--- src/rtl/conv_sequencer_if.sv ---
// Operand load and result streams of the conv_sequencer, bundled with the job control lines.
// slave = the sequencer itself; master = whoever loads operands and consumes results.
interface conv_sequencer_if #(
  parameter int N = 3,
  parameter int M = 5
);
  localparam int L  = N + M - 1;
  localparam int IW = $clog2((L > 2) ? L : 2);

  logic          start;
  logic          in_valid;
  logic [15:0]   in_data;
  logic          in_ready;
  logic          out_valid;
  logic [31:0]   out_data;
  logic [IW-1:0] out_idx;
  logic          out_ready;
  logic          busy;
  logic          done;

  modport slave (
    input  start, in_valid, in_data, out_ready,
    output in_ready, out_valid, out_data, out_idx, busy, done
  );

  modport master (
    output start, in_valid, in_data, out_ready,
    input  in_ready, out_valid, out_data, out_idx, busy, done
  );
endinterface

--- src/rtl/conv_sequencer.sv ---
// Sequential 1-D linear convolver: one shared 16x16 MAC, operands streamed in,
// results c[0..N+M-2] streamed out in index order.
//
// state     | meaning
// S_IDLE    | waiting for start
// S_LOAD    | accepting a[0..N-1] then b[0..M-1]
// S_COMPUTE | one product term of c[k] per cycle
// S_OUTPUT  | c[k] presented, waiting for consumer
module conv_sequencer #(
  parameter int N = 3,
  parameter int M = 5
) (
  input  logic            clk,
  input  logic            rst_n,
  conv_sequencer_if.slave bus
);
  localparam int L  = N + M - 1;
  localparam int IW = $clog2((L > 2) ? L : 2);
  localparam int AW = $clog2((N > 2) ? N : 2);
  localparam int BW = $clog2((M > 2) ? M : 2);
  localparam int CW = $clog2(((N + M) > 2) ? (N + M) : 2);

  typedef enum logic [1:0] {
    S_IDLE    = 2'd0,
    S_LOAD    = 2'd1,
    S_COMPUTE = 2'd2,
    S_OUTPUT  = 2'd3
  } state_t;

  state_t        state_q, state_d;
  logic [CW-1:0] cnt_q, cnt_d;
  logic [IW-1:0] k_q, k_d;
  logic [AW-1:0] i_q, i_d;
  logic [31:0]   acc_q, acc_d;
  logic [31:0]   out_data_q, out_data_d;
  logic [IW-1:0] out_idx_q, out_idx_d;
  logic          done_q, done_d;

  logic [15:0]   a_q [N];
  logic [15:0]   b_q [M];

  logic [AW-1:0] i_hi;
  logic [BW-1:0] j_sel;
  logic [15:0]   a_sel, b_sel;
  logic [31:0]   prod, acc_sum;

  // First a-index that pairs with a valid b-index for output k.
  function automatic logic [AW-1:0] i_lo_f(input logic [IW-1:0] k);
    int lo;
    lo = int'(k) - (M - 1);
    if (lo < 0) lo = 0;
    return AW'(lo);
  endfunction

  function automatic logic [AW-1:0] i_hi_f(input logic [IW-1:0] k);
    int hi;
    hi = int'(k);
    if (hi > N - 1) hi = N - 1;
    return AW'(hi);
  endfunction

  assign i_hi    = i_hi_f(k_q);
  assign j_sel   = BW'(int'(k_q) - int'(i_q));
  assign a_sel   = a_q[i_q];
  assign b_sel   = b_q[j_sel];
  assign prod    = {16'd0, a_sel} * {16'd0, b_sel};
  assign acc_sum = acc_q + prod;

  always_ff @(posedge clk or negedge rst_n) begin
    if (!rst_n) begin
      state_q    <= S_IDLE;
      cnt_q      <= '0;
      k_q        <= '0;
      i_q        <= '0;
      acc_q      <= '0;
      out_data_q <= '0;
      out_idx_q  <= '0;
      done_q     <= 1'b0;
    end else begin
      state_q    <= state_d;
      cnt_q      <= cnt_d;
      k_q        <= k_d;
      i_q        <= i_d;
      acc_q      <= acc_d;
      out_data_q <= out_data_d;
      out_idx_q  <= out_idx_d;
      done_q     <= done_d;
    end
  end

  // Operand storage is rewritten by every job, so it carries no reset.
  always_ff @(posedge clk) begin
    if (state_q == S_LOAD && bus.in_valid) begin
      if (cnt_q < CW'(N)) a_q[AW'(cnt_q)] <= bus.in_data;
      else                b_q[BW'(cnt_q - CW'(N))] <= bus.in_data;
    end
  end

  always_comb begin
    state_d    = state_q;
    cnt_d      = cnt_q;
    k_d        = k_q;
    i_d        = i_q;
    acc_d      = acc_q;
    out_data_d = out_data_q;
    out_idx_d  = out_idx_q;
    done_d     = 1'b0;

    case (state_q)
      S_IDLE: begin
        if (bus.start) begin
          state_d = S_LOAD;
          cnt_d   = '0;
        end
      end
      S_LOAD: begin
        if (bus.in_valid) begin
          if (cnt_q == CW'(N + M - 1)) begin
            state_d = S_COMPUTE;
            k_d     = '0;
            i_d     = i_lo_f('0);
            acc_d   = '0;
          end else begin
            cnt_d = cnt_q + CW'(1);
          end
        end
      end
      S_COMPUTE: begin
        acc_d = acc_sum;
        if (i_q == i_hi) begin
          state_d    = S_OUTPUT;
          out_data_d = acc_sum;
          out_idx_d  = k_q;
        end else begin
          i_d = i_q + AW'(1);
        end
      end
      S_OUTPUT: begin
        if (bus.out_ready) begin
          if (k_q == IW'(L - 1)) begin
            state_d = S_IDLE;
            done_d  = 1'b1;
          end else begin
            state_d = S_COMPUTE;
            k_d     = k_q + IW'(1);
            i_d     = i_lo_f(k_q + IW'(1));
            acc_d   = '0;
          end
        end
      end
      default: state_d = S_IDLE;
    endcase
  end

  // All outputs come straight from registers: no path from out_ready/in_valid.
  assign bus.in_ready  = (state_q == S_LOAD);
  assign bus.out_valid = (state_q == S_OUTPUT);
  assign bus.busy      = (state_q != S_IDLE);
  assign bus.done      = done_q;
  assign bus.out_data  = out_data_q;
  assign bus.out_idx   = out_idx_q;
endmodule

--- src/flat_wrapper.sv ---
// flat-port wrapper written by rule: the top's interface ports become plain ports
module conv_sequencer_flat 
#(
  parameter int N = 3,
  parameter int M = 5
)
  (clk, rst_n, bus_start, bus_in_valid, bus_in_data, bus_out_ready, bus_in_ready, bus_out_valid, bus_out_data, bus_out_idx, bus_busy, bus_done);
  conv_sequencer_if #(.N(N), .M(M)) bus_i ();
  input  logic clk;
  input  logic rst_n;
  input wire logic [$bits(bus_i.start)-1:0] bus_start;
  input wire logic [$bits(bus_i.in_valid)-1:0] bus_in_valid;
  input wire logic [$bits(bus_i.in_data)-1:0] bus_in_data;
  input wire logic [$bits(bus_i.out_ready)-1:0] bus_out_ready;
  output wire logic [$bits(bus_i.in_ready)-1:0] bus_in_ready;
  output wire logic [$bits(bus_i.out_valid)-1:0] bus_out_valid;
  output wire logic [$bits(bus_i.out_data)-1:0] bus_out_data;
  output wire logic [$bits(bus_i.out_idx)-1:0] bus_out_idx;
  output wire logic [$bits(bus_i.busy)-1:0] bus_busy;
  output wire logic [$bits(bus_i.done)-1:0] bus_done;
  assign bus_i.start = bus_start;
  assign bus_i.in_valid = bus_in_valid;
  assign bus_i.in_data = bus_in_data;
  assign bus_i.out_ready = bus_out_ready;
  assign bus_in_ready = bus_i.in_ready;
  assign bus_out_valid = bus_i.out_valid;
  assign bus_out_data = bus_i.out_data;
  assign bus_out_idx = bus_i.out_idx;
  assign bus_busy = bus_i.busy;
  assign bus_done = bus_i.done;
  conv_sequencer #(.N(N), .M(M)) u_core (.clk(clk), .rst_n(rst_n), .bus(bus_i));
endmodule
--- config.mk ---
export PLATFORM = sky130hd
export DESIGN_NAME = conv_sequencer_flat
export DESIGN_NICKNAME = d
export VERILOG_FILES = /design/src/rtl/conv_sequencer_if.sv /design/src/rtl/conv_sequencer.sv /design/src/flat_wrapper.sv
export SDC_FILE = /design/constraint.sdc
export NUM_CORES = 1
export LEC_CHECK = 0
export ABC_CLOCK_PERIOD_IN_PS = 15300
export CAP_MARGIN = 20
export CORE_MARGIN = 3
export CORE_UTILIZATION = 57
export CTS_BUF_LIST = sky130_fd_sc_hd__clkbuf_4 sky130_fd_sc_hd__clkbuf_8
export CTS_CLUSTER_DIAMETER = 40
export CTS_CLUSTER_SIZE = 30
export DETAILED_ROUTE_END_ITERATION = 8
export PLACE_DENSITY = 0.8
export SKIP_CTS_REPAIR_TIMING = 1
export SLEW_MARGIN = 20
export SYNTH_ARGS = -nofsm -noshare
export SYNTH_HDL_FRONTEND = slang
export SYNTH_SLANG_ARGS = --single-unit
--- constraint.sdc ---
create_clock -name clk -period 15.3 [get_ports clk]
set_input_delay 1.53 -clock clk [delete_from_list [all_inputs] [get_ports clk]]
set_output_delay 1.53 -clock clk [all_outputs]
set_load 0.01 [all_outputs]
==> impl_metrics.env <==
export IMPL_cts_tree="done"
export IMPL_netlist_top_cells_area="fa_1 25%, edfxtp_1 22%, dfrtp_1 11%"
export IMPL_synth_seq_cells=206
export IMPL_period_share_pct=57.4
export IMPL_yosys_warnings=0
export IMPL_grt_antenna_before_repair=0
export IMPL_start_util_pct=58.0
export IMPL_clock_skew_ns=0.0176
export IMPL_grt_pass1_vias=13121
export IMPL_cts_made_buffers=29
export IMPL_dp_cells=2142
export IMPL_dieArea_um2=33400
export IMPL_firstDrtPassIters=6
export IMPL_synthFlopType="edfxtp_1"
export IMPL_slew_headroom_pct=17.0
export IMPL_path_common_cell="fa_1"
export IMPL_startpoint="u_core.i_q[0]$_DFFE_PN0P_"
export IMPL_syn_inst=1728
export IMPL_worst_pin_slew_ns=1.24
export IMPL_num_vias=12800
export IMPL_mappedNetlistNets=2082
export IMPL_end_kind="flip-flop"
export IMPL_die_height_um=183
export IMPL_layout_commonest_cell="inv_1"
export IMPL_drive_above_1_share_pct=7.39
export IMPL_crit_path_cell_trace="buf_4, ha_2, inv_1, fa_1, mux4_2, mux2i_1, nor2_1, ha_1, inv_1, fa_1, inv_1, fa_1, inv_1, fa_1, fa_1, fa_1, inv_1, ha_1, a211oi_1, o211ai_1, a21boi_1, o21ai_1, or3_1, a32o_1"
export IMPL_core_area_um2=30700
export IMPL_async_flop_share_pct=37.9
export IMPL_rows=64
export IMPL_synth_seq_area_share_pct=32.5
export IMPL_wl_met2_um=22400
export IMPL_fin_cells=2196
export IMPL_wl_um=44300
export IMPL_cts_buffer_depth=3
export IMPL_io_pins=60
export IMPL_cts_sinks=206
export IMPL_setup_viol=0
export IMPL_synthDistinctLibCells=65
export IMPL_port_buffers=59
export IMPL_area_delta_synth_final_pct=9.47
export IMPL_grt_max_degree=54
export IMPL_die_x_um=183
export IMPL_syn_avg_cell_area_um2=10.3
export IMPL_clock_latency_ns=0.61
export IMPL_wl_met3_um=3100
export IMPL_grt_pass1_wl_um=70500
export IMPL_n_antenna_cell=0
export IMPL_synth_edff_count=128
export IMPL_rr_endpoint="u_core.acc_q[28]$_DFFE_PN0P_"
export IMPL_rsz0062_at_grt="no"
export IMPL_arrival_ns=9.28
export IMPL_layout_nets=2131
export IMPL_cap_violations=0
export IMPL_regArea_um2=5800
export IMPL_status="complete, no violations"
export IMPL_worstSetupEndpoint="u_core.acc_q[28]$_DFFE_PN0P_"
export IMPL_critical_path_max_fanout=24
export IMPL_ff2ff_path_depth=24
export IMPL_vias_per_cell=5.83
export IMPL_design_area_um2=19500
export IMPL_syn_area_um2=17800
export IMPL_final_util_pct=63.5
export IMPL_drv_slew=0
export IMPL_layout_common_cells="338 x inv_1, 248 x nand2_1, 226 x fa_1"
export IMPL_gp_congestion=0.968
export IMPL_drtIter0Drc=1135
export IMPL_critPathKind="flip-flop to flip-flop"
export IMPL_cp_start_kind="flip-flop"
export IMPL_r2r_start="u_core.i_q[0]$_DFFE_PN0P_"
export IMPL_hpwlAfterDp_um=33800
export IMPL_clockRootBuffer="clkbuf_8"
export IMPL_r2r_slack_ns=6.52
export IMPL_top_layer="met4"
export IMPL_grtUsageTotal_pct=26.9
export IMPL_yosysTopAreaCell="fa_1"
export IMPL_period_needed_ns=8.79
export IMPL_placed_cell_area_um2=18900
export IMPL_num_fill_cells=2426
export IMPL_max_stage_delay_ns=1.11
export IMPL_synth_top_area_share_pct=25.4
export IMPL_wl_met1_um=17500
export IMPL_hp_class="flip-flop to flip-flop"
export IMPL_htreeDepth=1
export IMPL_clk_pin_slew_ns=0.08
export IMPL_drc=0
export IMPL_ant_nets=0
export IMPL_wire_per_inst_um=20.2
export IMPL_crit_path_top_delay_cell="fa_1"
export IMPL_final_hold_viol_count=0
export IMPL_multiInputGateArea_um2=10600
export IMPL_max_freq_mhz=114
export IMPL_critPathRequiredTime_ns=15.79
export IMPL_fin_setup_tns_ns=0
export IMPL_grt_ovfl_total=0
==> sequential cells by signal (all words and copies together), names as in the netlist <==
register / cells
u_core.b_q: 80
u_core.cnt_q: 3
u_core.i_q: 2
u_core.acc_q: 32
u_core.state_q: 2
u_core.bus.out_idx: 3
u_core.bus.done: 1
u_core.a_q: 48
u_core.bus.out_data: 32
u_core.k_q: 3
==> metrics by stage <==
step	hold slack, ns	worst slack [ns]
after CTS	0.484	6.64
after floorplan	0.449	7.67
after global routing	0.505	6.15
after detailed placement	0.467	6.69
after global placement	0.457	6.83
final	0.479	6.52
==> cell type report <==
cell class,instances,share of cell area [%]
repair buffers,79,3.78
clock inverters,23,1.28
multi-input cells,1123,54.1
well taps,396,2.54
clock buffers,31,2.12
inverters,338,6.50
flip-flops and latches,206,29.7
==> per-layer routing <==
metal	global-route usage, %	vias to the layer above
li1	-	5688
met2	46.4	539
met5	0	-
met1	35.7	6490
met3	4.17	83
met4	7.62	0
==> cell usage after synthesis (17+ instances only) <==
library cell / n
fa_1: 226
ha_1: 107
a21oi_1: 32
o21ai_0: 45
o21a_1: 23
mux2i_1: 33
inv_1: 338
dfrtp_1: 78
and2_1: 24
nor2_1: 128
clkbuf_1: 39
edfxtp_1: 128
mux2_2: 20
nand2_1: 248
nand3_1: 17
nor3_1: 20
==> logic make-up after synthesis <==
logic type	share of synthesized area, %
AND/OR/NAND/NOR	11.8
buffers and inverters	8.57
adder cells (fa/ha/maj)	32.9
AO/OA/AOI/OAI	8.19
flip-flops	32.5
multiplexers	5.14
XOR/XNOR	0.933
==> how the worst min path moves through the flow <==
stage / startpoint / endpoint / slack (ns) / depth (start not counted)
after floorplan: u_core.acc_q[30]$_DFFE_PN0P_ / u_core.acc_q[30]$_DFFE_PN0P_ / 0.45 / 2
after global placement: u_core.bus.out_data[4]$_DFFE_PN0P_ / u_core.bus.out_data[4]$_DFFE_PN0P_ / 0.46 / 2
after detailed placement: u_core.bus.out_data[25]$_DFFE_PN0P_ / u_core.bus.out_data[25]$_DFFE_PN0P_ / 0.47 / 2
after CTS: u_core.bus.out_data[23]$_DFFE_PN0P_ / u_core.bus.out_data[23]$_DFFE_PN0P_ / 0.48 / 2
after global routing: u_core.bus.out_data[23]$_DFFE_PN0P_ / u_core.bus.out_data[23]$_DFFE_PN0P_ / 0.51 / 2
final: u_core.bus.out_data[25]$_DFFE_PN0P_ / u_core.bus.out_data[25]$_DFFE_PN0P_ / 0.48 / 2
==> critical path: cells and delay by family (launching register included) <==
kind / cells / cell delay, ns
muxes: 2 / 1.33
adders and majority gates: 9 / 4.59
buffers and inverters: 6 / 0.62
and+or+nand+nor: 2 / 0.45
DFF: 1 / 0.32
AOI/OAI and AO/OA: 5 / 1.32
Power is not shown: default switching activity piles up to over one toggle a cycle in this logic, so the estimate is an artifact.
